==> src/rtl/wave_trigger_capture.sv <==
// -----------------------------------------------------------------------------
// wave_trigger_capture
//
// Capture front end for the waveform display. It watches the signed 16-bit
// audio stream for a positive-going zero crossing. It then writes
// 2**NUM_SAMPLES_LOG2 consecutive samples, converted to 8-bit offset binary,
// into the half of the double-buffered sample RAM that the display is not
// reading. After the capture it waits for the display to go idle and then
// flips read_index, so the display picks up the fresh half.
//
// Optional feature (compile-time macro WAVE_TRIGGER_HYST_EN):
//   When the macro is defined, a crossing only triggers after a sample at or
//   below -HYST_LEVEL has been seen while armed. This rejects triggers caused
//   by small noise around zero. When the macro is undefined, a plain sign
//   change triggers the capture.
//
// Parameters:
//   NUM_SAMPLES_LOG2  log2 of the number of samples per capture
//   HYST_LEVEL        magnitude below zero required to re-arm (feature only)
//
// Ports:
//   clk                input   system clock, sole clock domain
//   reset              input   asynchronous, active-high, clears all state
//   new_sample_ready   input   one-cycle strobe, new_sample_in valid
//   new_sample_in      input   signed two's-complement audio sample
//   wave_display_idle  input   display is not reading the RAM (from ~vsync)
//   write_address      output  {~read_index, sample_count}
//   write_enable       output  RAM write strobe, one cycle per sample
//   write_sample       output  {~sample[15], sample[14:8]}
//   read_index         output  buffer half the display reads
// -----------------------------------------------------------------------------
module wave_trigger_capture #(
   parameter int unsigned NUM_SAMPLES_LOG2 = 8,
   parameter logic [15:0] HYST_LEVEL       = 16'd1024
) (
   input  logic                        clk,
   input  logic                        reset,
   input  logic                        new_sample_ready,
   input  logic signed [15:0]          new_sample_in,
   input  logic                        wave_display_idle,
   output logic [NUM_SAMPLES_LOG2:0]   write_address,
   output logic                        write_enable,
   output logic [7:0]                  write_sample,
   output logic                        read_index
);

   typedef enum logic [1:0] {
      ST_ARMED  = 2'd0,
      ST_ACTIVE = 2'd1,
      ST_WAIT   = 2'd2
   } state_t;

   localparam logic [NUM_SAMPLES_LOG2-1:0] ZERO_COUNT = '0;
   localparam logic [NUM_SAMPLES_LOG2-1:0] ONE_COUNT  = ZERO_COUNT + 1'b1;
   localparam logic [NUM_SAMPLES_LOG2-1:0] LAST_COUNT = '1;

   // Re-arm threshold as a 17-bit signed value so that HYST_LEVEL = 32768
   // still yields a representable -32768 bound.
   localparam logic signed [16:0] HYST_THRESH = -$signed({1'b0, HYST_LEVEL});

   state_t                       r_state;
   logic [NUM_SAMPLES_LOG2-1:0]  r_sample_count;
   // Only the sign of the previous sample matters for crossing detection,
   // so only that bit is kept.
   logic                         r_prev_neg;

`ifdef WAVE_TRIGGER_HYST_EN
   logic                         r_armed_low;
`endif

   logic                         w_crossing;
   logic                         w_trigger;
   logic                         w_write;

   // Map the upper byte of a signed sample to offset binary:
   // -32768 -> 0x00, 0 -> 0x80, 32767 -> 0xFF.
   function automatic logic [7:0] to_offset_binary(input logic [7:0] hi_byte);
      return {~hi_byte[7], hi_byte[6:0]};
   endfunction

   // True when the sample is at or below the negative re-arm threshold.
   function automatic logic is_deep_negative(input logic signed [15:0] s);
      logic signed [16:0] s_ext;
      s_ext = 17'(s);
      return (s_ext <= HYST_THRESH);
   endfunction

   assign w_crossing = new_sample_ready & r_prev_neg & ~new_sample_in[15];

`ifdef WAVE_TRIGGER_HYST_EN
   assign w_trigger = w_crossing & r_armed_low;
`else
   assign w_trigger = w_crossing;
`endif

   // A write happens on the triggering sample in ARMED and on every strobe
   // in ACTIVE. In ARMED the count is always zero, so both cases share the
   // same address expression.
   assign w_write = ((r_state == ST_ARMED)  & w_trigger) |
                    ((r_state == ST_ACTIVE) & new_sample_ready);

   always_ff @(posedge clk or posedge reset) begin
      if (reset) begin
         r_state        <= ST_ARMED;
         r_sample_count <= ZERO_COUNT;
         r_prev_neg     <= 1'b0;
         write_enable   <= 1'b0;
         write_address  <= '0;
         write_sample   <= 8'h00;
         read_index     <= 1'b0;
`ifdef WAVE_TRIGGER_HYST_EN
         r_armed_low    <= 1'b0;
`endif
      end else begin
         write_enable <= 1'b0;

         if (new_sample_ready) begin
            r_prev_neg <= new_sample_in[15];
         end

         if (w_write) begin
            write_enable  <= 1'b1;
            write_address <= {~read_index, r_sample_count};
            write_sample  <= to_offset_binary(new_sample_in[15:8]);
         end

         case (r_state)
            ST_ARMED: begin
`ifdef WAVE_TRIGGER_HYST_EN
               if (new_sample_ready && is_deep_negative(new_sample_in)) begin
                  r_armed_low <= 1'b1;
               end
`endif
               if (w_trigger) begin
                  r_sample_count <= ONE_COUNT;
                  r_state        <= ST_ACTIVE;
               end
            end

            ST_ACTIVE: begin
               if (new_sample_ready) begin
                  // The last slot wraps the count back to zero, ready for
                  // the next capture.
                  r_sample_count <= r_sample_count + ONE_COUNT;
                  if (r_sample_count == LAST_COUNT) begin
                     r_state <= ST_WAIT;
                  end
               end
            end

            ST_WAIT: begin
               // Flip halves only here, so the display never sees a
               // partially written buffer.
               if (wave_display_idle) begin
                  read_index <= ~read_index;
                  r_state    <= ST_ARMED;
`ifdef WAVE_TRIGGER_HYST_EN
                  r_armed_low <= 1'b0;
`endif
               end
            end

            default: begin
               r_state <= ST_ARMED;
            end
         endcase
      end
   end

endmodule

==> config.mk <==
export PLATFORM = sky130hd
export DESIGN_NAME = wave_trigger_capture
export DESIGN_NICKNAME = d
export VERILOG_FILES = /design/src/rtl/wave_trigger_capture.sv
export SDC_FILE = /design/constraint.sdc
export NUM_CORES = 1
export LEC_CHECK = 0
export CORE_MARGIN = 5
export CORE_UTILIZATION = 30
export DETAILED_ROUTE_END_ITERATION = 10
export GPL_ROUTABILITY_DRIVEN = 0
export SLEW_MARGIN = 25
export SYNTH_ARGS = -nofsm -noshare
export SYNTH_HDL_FRONTEND = slang
export SYNTH_SLANG_ARGS = --single-unit
==> constraint.sdc <==
create_clock -name clk -period 1.75 [get_ports clk]
set_input_delay 0.35 -clock clk [delete_from_list [all_inputs] [get_ports clk]]
set_output_delay 0.35 -clock clk [all_outputs]
set_load 0.1 [all_outputs]
==> reports/results.txt, run 1 <==
outcome: completed
Pre-antenna DRT Iters: 4
cts repair resizes: 0
setup bufs post-CTS: 0
Slew headroom: 0.746
synth cell count leaders: 30 x dfrtp_1, 15 x mux2_1, 8 x inv_1
crit-path max cell delay: 420 ps
total grt overflow: 0
root buf cell: clkbuf_8
first-pass GRT wire length: 5050 um
FP Rows: 24
Max Slew Vio Count: 0
non-filler cells, final: 199
Yosys reg bits: 30
clk_skew: 7.47 ps
Buffers & Inverters on Critical Path: 2
Die W: 76.4 um
Hold WS: 451 ps
actual slew at the worst max-slew pin: 382 ps
clk sinks: 30
ANT nets after route: 0
Static Leak: 0.909 nW
DP Cell Count: 191
hold-fix buffers at CTS: 0
Fmax: 0.632 GHz
number of enable flip-flop cells after synthesis: 0
Chip Height: 76.4 um
Die ar.: 0.00584 mm2
ys async rst share: 1.00
RSZ-0062 raised after global routing: no
P&R area growth vs syn: 53.1%
Setup crit start kind: primary input
Final Cycle Share: 0.904
Total Wirelength: 2870 um
Final min period: 1580 ps
Crit path max-delay family: buffers and inverters
clk buf depth: 2
synth top area cells: dfrtp_1 57%, mux2_1 13%, mux2i_1 3.0%
type of element capturing the critical path: register
worst setup path class: primary input to register
routed length per instance: 14.4 um
Avg Synthesized Cell Area: 13.1 um2
crit path DAT: 1730 ps
starting density of the core: 0.306
Hold Fails Final Rpt: 0
final setup fails: 0
Pwr Density: 1520 mW/mm2
core area: 0.00432 mm2
clock insertion delay at the later pin of the skew report: 280 ps
type of the tightest min-delay check: primary input to asynchronous set/reset pin
Max VDD drop: 599 uV
YS warnings: 0
synthesized area: 0.00132 mm2
DP Wirelength: 2190 um
most common cell in the netlist: dfrtp_1
final net count: 167
layout cell share with drive strength beyond 1: 0.293
share of the synthesized area in the top cell type: 0.568
CTS H-tree depth: 2
Reg2Reg Depth: 4
top_reg_cell synth: dfrtp_1
post-synth top area cell: dfrtp_1
Worst-path clk slew: 60 ps
number of buffers created by CTS: 5
initial antenna violation count: 0
critical path's slowest cell: clkdlybuf4s50_1
GR Util All Layers: 0.109
Seq/Total Area, Yosys: 0.568
Cells after Synth: 101
drt drc: 0
vias: 954
CP Data Required Time: 1900 ps
Max-cap violations: 0
Synthesized Nets: 122
post-synth cell types: 34
placed instance area: 0.00193 mm2
port bufs: 30
CP max FO: 17
Ports: 39
number of antenna diodes: 0
vias per inst: 4.79
Iter 0 DRT Violations: 31
Design Area, Final: 0.00202 mm2
vias in the first global route: 992
largest net degree at the start of global routing: 31
CTS tree: built
CP cell instances: clkdlybuf4s50_1, nand2b_1, a21o_4, inv_4, mux2_1
Worst path depth: 5
power by group:
| group | leakage, nW | switching [mW] | total, mW | internal (mW) |
|---|---|---|---|---|
| Clock | 0.0482 | 0.236 | 0.552 | 0.316 |
| Sequential | 0.370 | 0.195 | 1.05 | 0.855 |
| Combinational | 0.490 | 0.931 | 1.48 | 0.546 |
| Total | 0.909 | 1.36 | 3.08 | 1.72 |
state kept, by name, indices dropped and copies added, names as in the netlist:
name and count:
write_address 9, r_sample_count 8, read_index 1, write_enable 1, r_state 2, r_prev_neg 1, write_sample 8
per-stage QoR:
stage | utilization | power [mW] | TNS (ps) | setup WS, ps
4_1_cts | 0.468 | 3.13 | 0 | 150
6_report | 0.468 | 3.08 | 0 | 169
3_5_place_dp | 0.447 | 2.56 | -2200 | -148
3_3_place_gp | 0.447 | 2.52 | -1380 | -96.0
2_1_floorplan | - | 1.94 | 0 | 275
5_1_grt | 0.468 | 3.23 | 0 | 101
kinds of logic (layout without fill, tap and decap cells):
family,after synthesis,in the layout,share of synthesized area
DFF,30,30,0.568
and+or+nand+nor,21,21,0.114
muxes,20,20,0.167
AOI/OAI and AO/OA,16,16,0.0870
buffers and inverters,11,57,0.0426
xor gates and xnor gates,2,2,0.0132
adders and majority gates,1,1,0.00946
per-layer routing:
| metal | part of all wire | global-route usage | vias up |
|---|---|---|---|
| li1 | - | - | 453 |
| met1 | 0.41 | 0.130 | 470 |
| met2 | 0.51 | 0.169 | 27 |
| met3 | 0.065 | 0.0485 | 4 |
| met4 | 0.0087 | 0.0472 | 0 |
| met5 | 0 | 0 | - |
final cells by class:
cell class              instances  area (um2)
well taps                      52        65.1
clock inverters                 1        5.00
inverters                       9        36.3
repair buffers                 40         566
flip-flops and latches         30         751
fillers                       406        2300
clock buffers                   7        86.3
multi-input cells              60         515
cells in the final DEF, fill, tap and decap left out, drive strengths merged, types with 3 or more instances in the layout:
cell type,netlist,layout
dfrtp,30,30
buf,2,29
mux2,16,16
clkdlybuf4s50,0,11
inv,9,9
clkbuf,0,7
nand3,4,4
mux2i,4,4
a21oi,4,4
o21ai,4,4
o31ai,3,3
nand2b,3,3
path summary, 6_finish.rpt:
| kind | from | to | slack, ps |
|---|---|---|---|
| max | new_sample_in[15] | write_sample[2] | 170 |
| min | reset | write_sample[6] | 450 |
| max reg2reg | r_state[1] | write_sample[2] | 220 |
| min reg2reg | write_address[5] | write_address[5] | 550 |
| max in group asynchronous | reset | write_address[5] | 1000 |
| min in group clk | write_address[5] | write_address[5] | 550 |
worst min-delay path: cells and delay by family:
family                 cells  cell delay [ps]
buffers and inverters      3              790
No activity file was read; power rests on OpenSTA's default activity.
==> run 2, diff against run 1 <==
- CELL_PAD_IN_SITES_DETAIL_PLACEMENT: not set -> 2
- CELL_PAD_IN_SITES_GLOBAL_PLACEMENT: not set -> 2
- PLACE_DENSITY_LB_ADDON: not set -> 0.1
==> run 2 against run 1 <==
  * Wire length is 18% higher
  * Worst hold slack better by 8.5 ps
  * Clock power is 23% higher
  * Non-clock buffer count is 3 higher
  * Sequential power hardly changed
  * Flip-flop and latch count stayed put
  * First-iteration DRC count is 68% lower
  * Design area is 2.0% higher
  * Power is 5.2% higher
  * Highest routed layer unchanged
==> reports/results.txt, run 2 (synthesized netlist as in run 1, its figures left out) <==
outcome: completed
layout cell share with drive strength beyond 1: 0.313 (+0.0208)
Final TNS setup: 0 ps (unchanged)
vias: 993 (+4.1%)
critical path's slowest cell: clkdlybuf4s50_1
Die ar.: 0.00584 mm2 (unchanged)
first-pass GRT wire length: 5880 um (+16%)
non-filler cells, final: 202 (+1.5%)
Worst-path clk slew: 60 ps (about the same)
clk buf depth: 2 (unchanged)
DP Cell Count: 194 (+1.6%)
final net count: 170 (+1.8%)
Die W: 76.4 um (unchanged)
biggest regs: write_address x9, r_sample_count x8, write_sample x8
Iter 0 DRT Violations: 10 (-68%)
CTS H-tree depth: 2 (unchanged)
clk sinks: 30 (unchanged)
Pwr Density: 1570 mW/mm2 (+3.1%)
worst setup path class: primary input to register
Ports: 39 (unchanged)
Chip Height: 76.4 um (unchanged)
max FFs per register: 9 (unchanged)
Max-cap violations: 0 (unchanged)
most frequent cells in the layout: 30 x dfrtp_1, 19 x buf_12, 15 x mux2_1
CP max FO: 7 (-10)
setup bufs post-CTS: 0 (unchanged)
GR Util All Layers: 0.127 (+0.0182)
type of element capturing the critical path: register
port bufs: 30 (unchanged)
Max Slew Vio Count: 0 (unchanged)
Setup crit start kind: primary input
starting density of the core: 0.306 (unchanged)
type of the tightest min-delay check: primary input to asynchronous set/reset pin
total power draw: 3.24 mW (+5.2%)
largest net degree at the start of global routing: 31 (unchanged)
total grt overflow: 0 (unchanged)
Max VDD drop: 580 uV (-3.1%)
hold-fix buffers at CTS: 0 (unchanged)
fillers: 445 (+9.6%)
final setup fails: 0 (unchanged)
storage element area: 751 um2 (unchanged)
CP cell instances: clkdlybuf4s50_1, buf_4, nand3b_2, or4_1, a21oi_1
Final min period: 1600 ps (+18.4 ps)
clk_skew: 4.93 ps (-2.54 ps)
number of antenna diodes: 0 (unchanged)
ANT nets after route: 0 (unchanged)
FP Rows: 24 (unchanged)
Fmax: 0.625 GHz (-1.2%)
Slew headroom: 0.734 (-0.0113)
routed length per instance: 16.8 um (+16%)
footprint of the multi-input gates: 515 um2 (unchanged)
root buf cell: clkbuf_8
crit path DAT: 1800 ps (+70 ps)
Design Area, Final: 0.00206 mm2 (+2.0%)
cts repair resizes: 0 (unchanged)
most common cell after layout, fill and taps aside: dfrtp_1
crit-path max cell delay: 530 ps (+110 ps)
vias per inst: 4.92 (+2.5%)
RSZ-0062 raised after global routing: no
CP Data Required Time: 1950 ps (+50 ps)
drt drc: 0 (unchanged)
Pre-antenna DRT Iters: 2 (-2)
Hold Fails Final Rpt: 0 (unchanged)
register-to-register setup slack: 180 ps (-40 ps)
vias in the first global route: 1,184 (+19%)
clock insertion delay at the later pin of the skew report: 280 ps (about the same)
Static Leak: 0.933 nW (+2.6%)
largest register by flop count: write_address
DP Wirelength: 2530 um (+16%)
core area: 0.00432 mm2 (unchanged)
P&R area growth vs syn: 56.1%
Total Wirelength: 3380 um (+18%)
actual slew at the worst max-slew pin: 398 ps (+16.2 ps)
CTS tree: built
placed instance area: 0.00196 mm2 (+1.2%)
Final Cycle Share: 0.914 (+0.0105)
initial antenna violation count: 0 (unchanged)
number of buffers created by CTS: 5 (unchanged)
run 2: cell count changes in the layout (fill, tap and decap cells not counted), sizes merged:
cell and change:
buf +3, clkinv +1, bufinv +1, clkbuf -2
run 2: routing by layer:
| metal | vias up | part of all wire | GRT usage |
|---|---|---|---|
| met5 | - | 0 | 0 |
| met1 | 508 | 0.43 | 0.144 |
| met3 | 5 | 0.047 | 0.0532 |
| li1 | 461 | - | - |
| met4 | 0 | 0.015 | 0.0420 |
| met2 | 19 | 0.51 | 0.214 |
run 2: where the power goes:
group / switching, mW / internal (mW)
registers: 0.202 / 0.854
logic: 0.946 / 0.557
clock network: 0.262 / 0.418
total: 1.41 / 1.83
run 2: stage by stage:
stage	util	hold slack [ps]	worst slack (ps)
final	0.477	459	150
after global routing	0.477	516	54.7
after CTS	0.477	471	115
after detailed placement	0.452	529	-164
after global placement	0.452	521	-117
after floorplan	-	440	275
run 2: area by class of cell:
cell class | instances | share of cell area
clock buffer | 5 | 0.0333
clock inverter | 3 | 0.0194
inverter | 9 | 0.0176
multi-input combinational | 60 | 0.250
sequential | 30 | 0.364
tap | 52 | 0.0315
timing repair buffer | 43 | 0.285
run 2: path summary, 6_finish.rpt:
kind                            cells past startpoint         startpoint                 to
min in group clk                                    1         r_prev_neg         r_prev_neg
worst max-delay path                                5   new_sample_ready  r_sample_count[5]
worst max register to register                      4  r_sample_count[0]  r_sample_count[6]
max in group asynchronous                           3              reset  r_sample_count[7]
worst min-delay path                                3              reset   write_address[5]
worst min register to register                      1         r_prev_neg         r_prev_neg
run 2: critical path: cells and delay by family:
kind / cells / cell delay (ps)
buf+inv: 2 / 690
simple gates: 2 / 610
compound gates: 1 / 160
==> run 3, diff against run 2 <==
- ABC_CLOCK_PERIOD_IN_PS: not set -> 1750
==> results of run 3 <==
The final DEF is identical to that of run 2; final timing and power are the same.
